`config.mk`:
```
export PLATFORM = sky130hd
export DESIGN_NAME = branch_predictor_flat
export DESIGN_NICKNAME = d
export VERILOG_FILES = /design/src/rtl/branch_predictor_if.sv /design/src/rtl/branch_predictor.sv /design/src/flat_wrapper.sv
export SDC_FILE = /design/constraint.sdc
export NUM_CORES = 1
export LEC_CHECK = 0
export ABC_AREA = 1
export CAP_MARGIN = 0
export CORE_ASPECT_RATIO = 0.75
export CORE_UTILIZATION = 45
export CTS_CLUSTER_SIZE = 8
export DETAILED_ROUTE_END_ITERATION = 10
export GPL_ROUTABILITY_DRIVEN = 0
export PLACE_DENSITY_LB_ADDON = 0.3
export SYNTH_ARGS = -nofsm -noshare
export SYNTH_HDL_FRONTEND = slang
export SYNTH_SLANG_ARGS = --single-unit
```
`constraint.sdc`:
```
create_clock -name clk -period 6.7 [get_ports clk]
set_clock_uncertainty 0.15 [all_clocks]
set_input_delay 1.34 -clock clk [delete_from_list [all_inputs] [get_ports clk]]
set_output_delay 1.34 -clock clk [all_outputs]
set_load 0.005 [all_outputs]
```
`src/rtl/branch_predictor_if.sv`:
```
// FD lookup / X update bus between the core control logic and the branch predictor.
// The core drives PCs and outcomes; the predictor returns the FD prediction.
interface branch_predictor_if;
    logic [31:0] pc_guess;
    logic        is_br_guess;
    logic        pred_taken;
    logic        hit_guess;
    logic [31:0] pc_check;
    logic        is_br_check;
    logic        br_taken_check;

    modport master (
        output pc_guess, is_br_guess, pc_check, is_br_check, br_taken_check,
        input  pred_taken, hit_guess
    );

    modport slave (
        input  pc_guess, is_br_guess, pc_check, is_br_check, br_taken_check,
        output pred_taken, hit_guess
    );
endinterface

```
`src/rtl/branch_predictor.sv`:
```
// Tagged direct-mapped table of 2-bit saturating counters: combinational FD lookup,
// X-stage training on the clock edge. Held in flops so the lookup is asynchronous.
module branch_predictor #(
    parameter int LINES = 8
) (
    input  logic              clk,
    input  logic              rst,
    branch_predictor_if.slave bp
);
    localparam int IDX  = $clog2(LINES);
    localparam int TAGW = 30 - IDX;

    logic            valid_reg [LINES];
    logic [TAGW-1:0] tag_reg   [LINES];
    logic [1:0]      ctr_reg   [LINES];

    logic [IDX-1:0]  guess_idx;
    logic [TAGW-1:0] guess_tag;
    logic [IDX-1:0]  check_idx;
    logic [TAGW-1:0] check_tag;
    logic            check_hit;
    logic [1:0]      ctr_next;
    logic [LINES-1:0] wr_en;
    logic            unused_low_bits;

    assign guess_idx = bp.pc_guess[IDX+1:2];
    assign guess_tag = bp.pc_guess[31:IDX+2];
    assign check_idx = bp.pc_check[IDX+1:2];
    assign check_tag = bp.pc_check[31:IDX+2];
    assign unused_low_bits = ^{bp.pc_guess[1:0], bp.pc_check[1:0]};

    // Lookup sees the pre-update table; there is deliberately no write bypass.
    assign bp.hit_guess  = bp.is_br_guess && valid_reg[guess_idx]
                           && (tag_reg[guess_idx] == guess_tag);
    assign bp.pred_taken = bp.hit_guess && ctr_reg[guess_idx][1];

    assign check_hit = valid_reg[check_idx] && (tag_reg[check_idx] == check_tag);

    always_comb begin
        ctr_next = ctr_reg[check_idx];
        if (!check_hit) begin
            ctr_next = bp.br_taken_check ? 2'b10 : 2'b01;
        end else if (bp.br_taken_check) begin
            if (ctr_reg[check_idx] != 2'b11) ctr_next = ctr_reg[check_idx] + 2'b01;
        end else begin
            if (ctr_reg[check_idx] != 2'b00) ctr_next = ctr_reg[check_idx] - 2'b01;
        end
    end

    generate
        for (genvar gi = 0; gi < LINES; gi++) begin : g_wr_en
            assign wr_en[gi] = bp.is_br_check && (check_idx == IDX'(gi));
        end
    endgenerate

    // A miss simply overwrites the indexed entry (allocation and training share one path).
    always_ff @(posedge clk) begin
        if (rst) begin
            for (int i = 0; i < LINES; i++) begin
                valid_reg[i] <= 1'b0;
                tag_reg[i]   <= '0;
                ctr_reg[i]   <= 2'b00;
            end
        end else begin
            for (int i = 0; i < LINES; i++) begin
                if (wr_en[i]) begin
                    valid_reg[i] <= 1'b1;
                    tag_reg[i]   <= check_tag;
                    ctr_reg[i]   <= ctr_next;
                end
            end
        end
    end
endmodule

```
`src/flat_wrapper.sv`:
```
// flat-port wrapper written by rule: the top's interface ports become plain ports
module branch_predictor_flat 
#(
    parameter int LINES = 8
)
  (clk, rst, bp_pc_guess, bp_is_br_guess, bp_pc_check, bp_is_br_check, bp_br_taken_check, bp_pred_taken, bp_hit_guess);
  branch_predictor_if bp_i ();
  input  logic clk;
  input  logic rst;
  input wire logic [$bits(bp_i.pc_guess)-1:0] bp_pc_guess;
  input wire logic [$bits(bp_i.is_br_guess)-1:0] bp_is_br_guess;
  input wire logic [$bits(bp_i.pc_check)-1:0] bp_pc_check;
  input wire logic [$bits(bp_i.is_br_check)-1:0] bp_is_br_check;
  input wire logic [$bits(bp_i.br_taken_check)-1:0] bp_br_taken_check;
  output wire logic [$bits(bp_i.pred_taken)-1:0] bp_pred_taken;
  output wire logic [$bits(bp_i.hit_guess)-1:0] bp_hit_guess;
  assign bp_i.pc_guess = bp_pc_guess;
  assign bp_i.is_br_guess = bp_is_br_guess;
  assign bp_i.pc_check = bp_pc_check;
  assign bp_i.is_br_check = bp_is_br_check;
  assign bp_i.br_taken_check = bp_br_taken_check;
  assign bp_pred_taken = bp_i.pred_taken;
  assign bp_hit_guess = bp_i.hit_guess;
  branch_predictor #(.LINES(LINES)) u_core (.clk(clk), .rst(rst), .bp(bp_i));
endmodule
```
==> results.ini <==
[outcome]
outcome=finished clean

[synth]
synth-edff-count=235
ys_types=32
synthCells=1718
synthArstFlopShare_pct=0
avgSynthCellArea_um2=7.82
synthFlopType=edfxtp_1
yosysWarnings=0
syn_nets=1787
seq_area_frac_synth_pct=53.3
ys_ff_latch=240
syn_area_mm2=0.0134

[critical_path]
r2r_setup_slack_ps=4210
critical_path_arrival_ps=4380
reg2reg_depth=13
crit_fanout=103
start_kind=input pin
cp.required_ps=5210
cp-end-kind=output port
r2r_start=u_core.tag_reg[5][19]$_SDFFCE_PN0P_
worst_r2r_endpoint=u_core.ctr_reg[7][1]$_DFFE_PP_
worst-setup-path-type=in -> out

[sta]
finalSetupTns_ps=0
worst_slew_pin_slew_ps=1060
min_period_over_period_pct=87.6
setup_viol=0
fmaxAchievable_mhz=170
fin_ws_ps=830
slew_headroom_pct=29.0
final_hold_viol_count=0
period_needed_ps=5870
rsz0062_at_grt=false
slew_viol_final=0

[job]
maxCapViolations=0

[grt]
antenna_found_initial=0
grt_overflow=0
grt_max_degree=104
first_global_vias=12000
grtUsageTotal_pct=30.4
grt_pass1_wl_mm=69.1

[cts]
holdBufCountCts=0
cts_max_level=2
cts_tree=done
clock_latency_ps=500
clk_pin_slew_ps=50
cts-root-buf=clkbuf_16
post_cts_buffers=0
cts_max_path_buffers=3
clkSinkCount=240
cts-resized-gates=0
cts_buffers=35

[floorplanning]
die_y_um=152
die-area_mm2=0.0306
start_util_pct=46.0
row_count=54
ios=71
core_area_mm2=0.0292
die_w_um=202

[route]
route.detailed.drc=0
drtIter0Drc=1580
dr.pass1.iters=8
wl_mm=46.8
drtAntennaViolNets=0
vias=12600
wl_per_cell_um=21.7
vias_per_cell=5.85

[power]
vdd_ir_drop_max_v=0.000182
p_per_area_mw_per_mm2=260
power_leakage_nw=6.42

[place]
io_buffers=66
dp.final_hpwl_mm=27.3
place_ws_ps=979
dp_cells=2106

[worst_hold_path]
hold-path-endpoint=u_core.valid_reg[4]$_DFF_P_
hp-class=reg -> reg
holdPathStages=2
worstHoldStart=u_core.valid_reg[4]$_DFF_P_

[layout]
largest_reg_flops=216
layout.cells.non_filler=2156
register_area_mm2=0.00716
nFillCells=2751
nets=1820
area_delta_synth_final_pct=14.7
antenna_cells=0
multi_input_area_mm2=0.00549
layout-drive-gt1-share_pct=5.33

==> synthesized netlist by cell type, types with 2 or more instances <==
| master | instances | area (µm²) |
|---|---|---|
| a31oi_1 | 2 | 12.5 |
| nor2_1 | 363 | 1360 |
| or2_2 | 2 | 12.5 |
| buf_4 | 5 | 37.5 |
| a22oi_1 | 7 | 52.6 |
| xnor2_1 | 3 | 26.3 |
| inv_1 | 103 | 387 |
| nand3b_1 | 4 | 30.0 |
| nand2_1 | 512 | 1920 |
| xor2_1 | 4 | 35.0 |
| nand2_2 | 3 | 18.8 |
| a21oi_1 | 47 | 235 |
| o22ai_1 | 4 | 25.0 |
| inv_2 | 6 | 22.5 |
| buf_1 | 10 | 37.5 |
| nand3_1 | 103 | 515 |
| nand4_1 | 15 | 93.8 |
| edfxtp_1 | 235 | 7060 |
| buf_2 | 26 | 130 |
| dfxtp_1 | 5 | 100 |
| o211ai_1 | 34 | 255 |
| nor2_2 | 2 | 12.5 |
| nor3_1 | 2 | 10.0 |
| clkbuf_1 | 60 | 225 |
| o21ai_0 | 154 | 771 |
==> cells by family after synthesis <==
logic type	share of synthesized area, %
AOI/OAI and AO/OA	10.2
DFF	53.3
and+or+nand+nor	29.7
buffers and inverters	6.31
xor gates and xnor gates	0.456
==> layout by cell type (no fill, tap or decap), drive strengths merged <==
cell / netlist / final
or2: 2 / 2
o221ai: 1 / 1
dfxtp: 5 / 5
edfxtp: 235 / 235
xor2: 4 / 4
and2: 1 / 1
o21ai: 154 / 154
nand3: 103 / 103
nand3b: 4 / 4
nand4: 15 / 15
nand2: 515 / 515
a221oi: 1 / 1
o211ai: 34 / 34
clkinv: 1 / 2
xnor2: 3 / 3
clkdlybuf4s50: 0 / 60
clkbuf: 61 / 50
nor2: 366 / 366
a21oi: 47 / 47
o22ai: 4 / 4
a22oi: 7 / 7
a31oi: 2 / 2
nor3: 2 / 2
inv: 109 / 108
a21o: 1 / 1
buf: 41 / 38
==> final cells by class <==
class	instances	share of cell area, %
clock buffers	50	6.32
inverters	110	2.69
multi-input cells	1266	35.6
flip-flops and latches	240	46.4
well taps	392	3.18
repair buffers	98	5.76
==> worst max path at each step <==
stage	cells past startpoint	from	slack [ps]	end
6_report	15	bp_pc_guess[2]	830	bp_pred_taken
5_1_grt	17	bp_pc_guess[3]	660	bp_pred_taken
4_1_cts	12	bp_pc_guess[3]	980	bp_pred_taken
3_5_place_dp	12	bp_pc_guess[3]	980	bp_pred_taken
3_3_place_gp	17	bp_pc_guess[3]	1000	bp_pred_taken
2_1_floorplan	4	bp_pc_check[3]	2150	u_core.ctr_reg[6][0]$_DFFE_PP_
==> where the power goes <==
| part | total (mW) | internal (mW) | leakage [nW] | switching [mW] |
|---|---|---|---|---|
| Sequential | 1.82 | 1.77 | 2.32 | 0.0491 |
| Combinational | 0.575 | 0.172 | 3.63 | 0.403 |
| Clock | 1.62 | 0.992 | 0.471 | 0.624 |
==> metrics by stage <==
stage | total power [mW] | utilization [%] | hold slack, ps | instance area (µm²)
3_5_place_dp | 2.40 | 49.5 | 333 | 14400
2_1_floorplan | 2.18 | - | 297 | 13400
6_report | 4.01 | 52.8 | 352 | 15400
5_1_grt | 4.13 | 52.8 | 357 | 15400
3_3_place_gp | 2.38 | 49.5 | 309 | 14400
4_1_cts | 4.00 | 52.8 | 344 | 15400
==> worst max-delay path, cell delays in order <==
cell	delay [ps]
buf_4	390
clkinv_2	160
buf_12	230
o21ai_0	250
o21ai_0	120
o21ai_0	380
o21ai_0	250
inv_1	100
nand2_1	50
nor2_1	90
nand2_1	60
nor2_1	80
nand2_1	130
nor2_1	120
clkdlybuf4s50_1	510
==> routing by layer <==
metal / vias to the layer above / global-route usage [%] / part of all wire (%)
li1: 5719 / - / -
met1: 5863 / 40.4 / 39
met2: 887 / 49.0 / 45
met3: 145 / 4.83 / 13
met4: 0 / 14.8 / 4.0
met5: - / 0 / 0
Power figures use the tool's default switching activity.
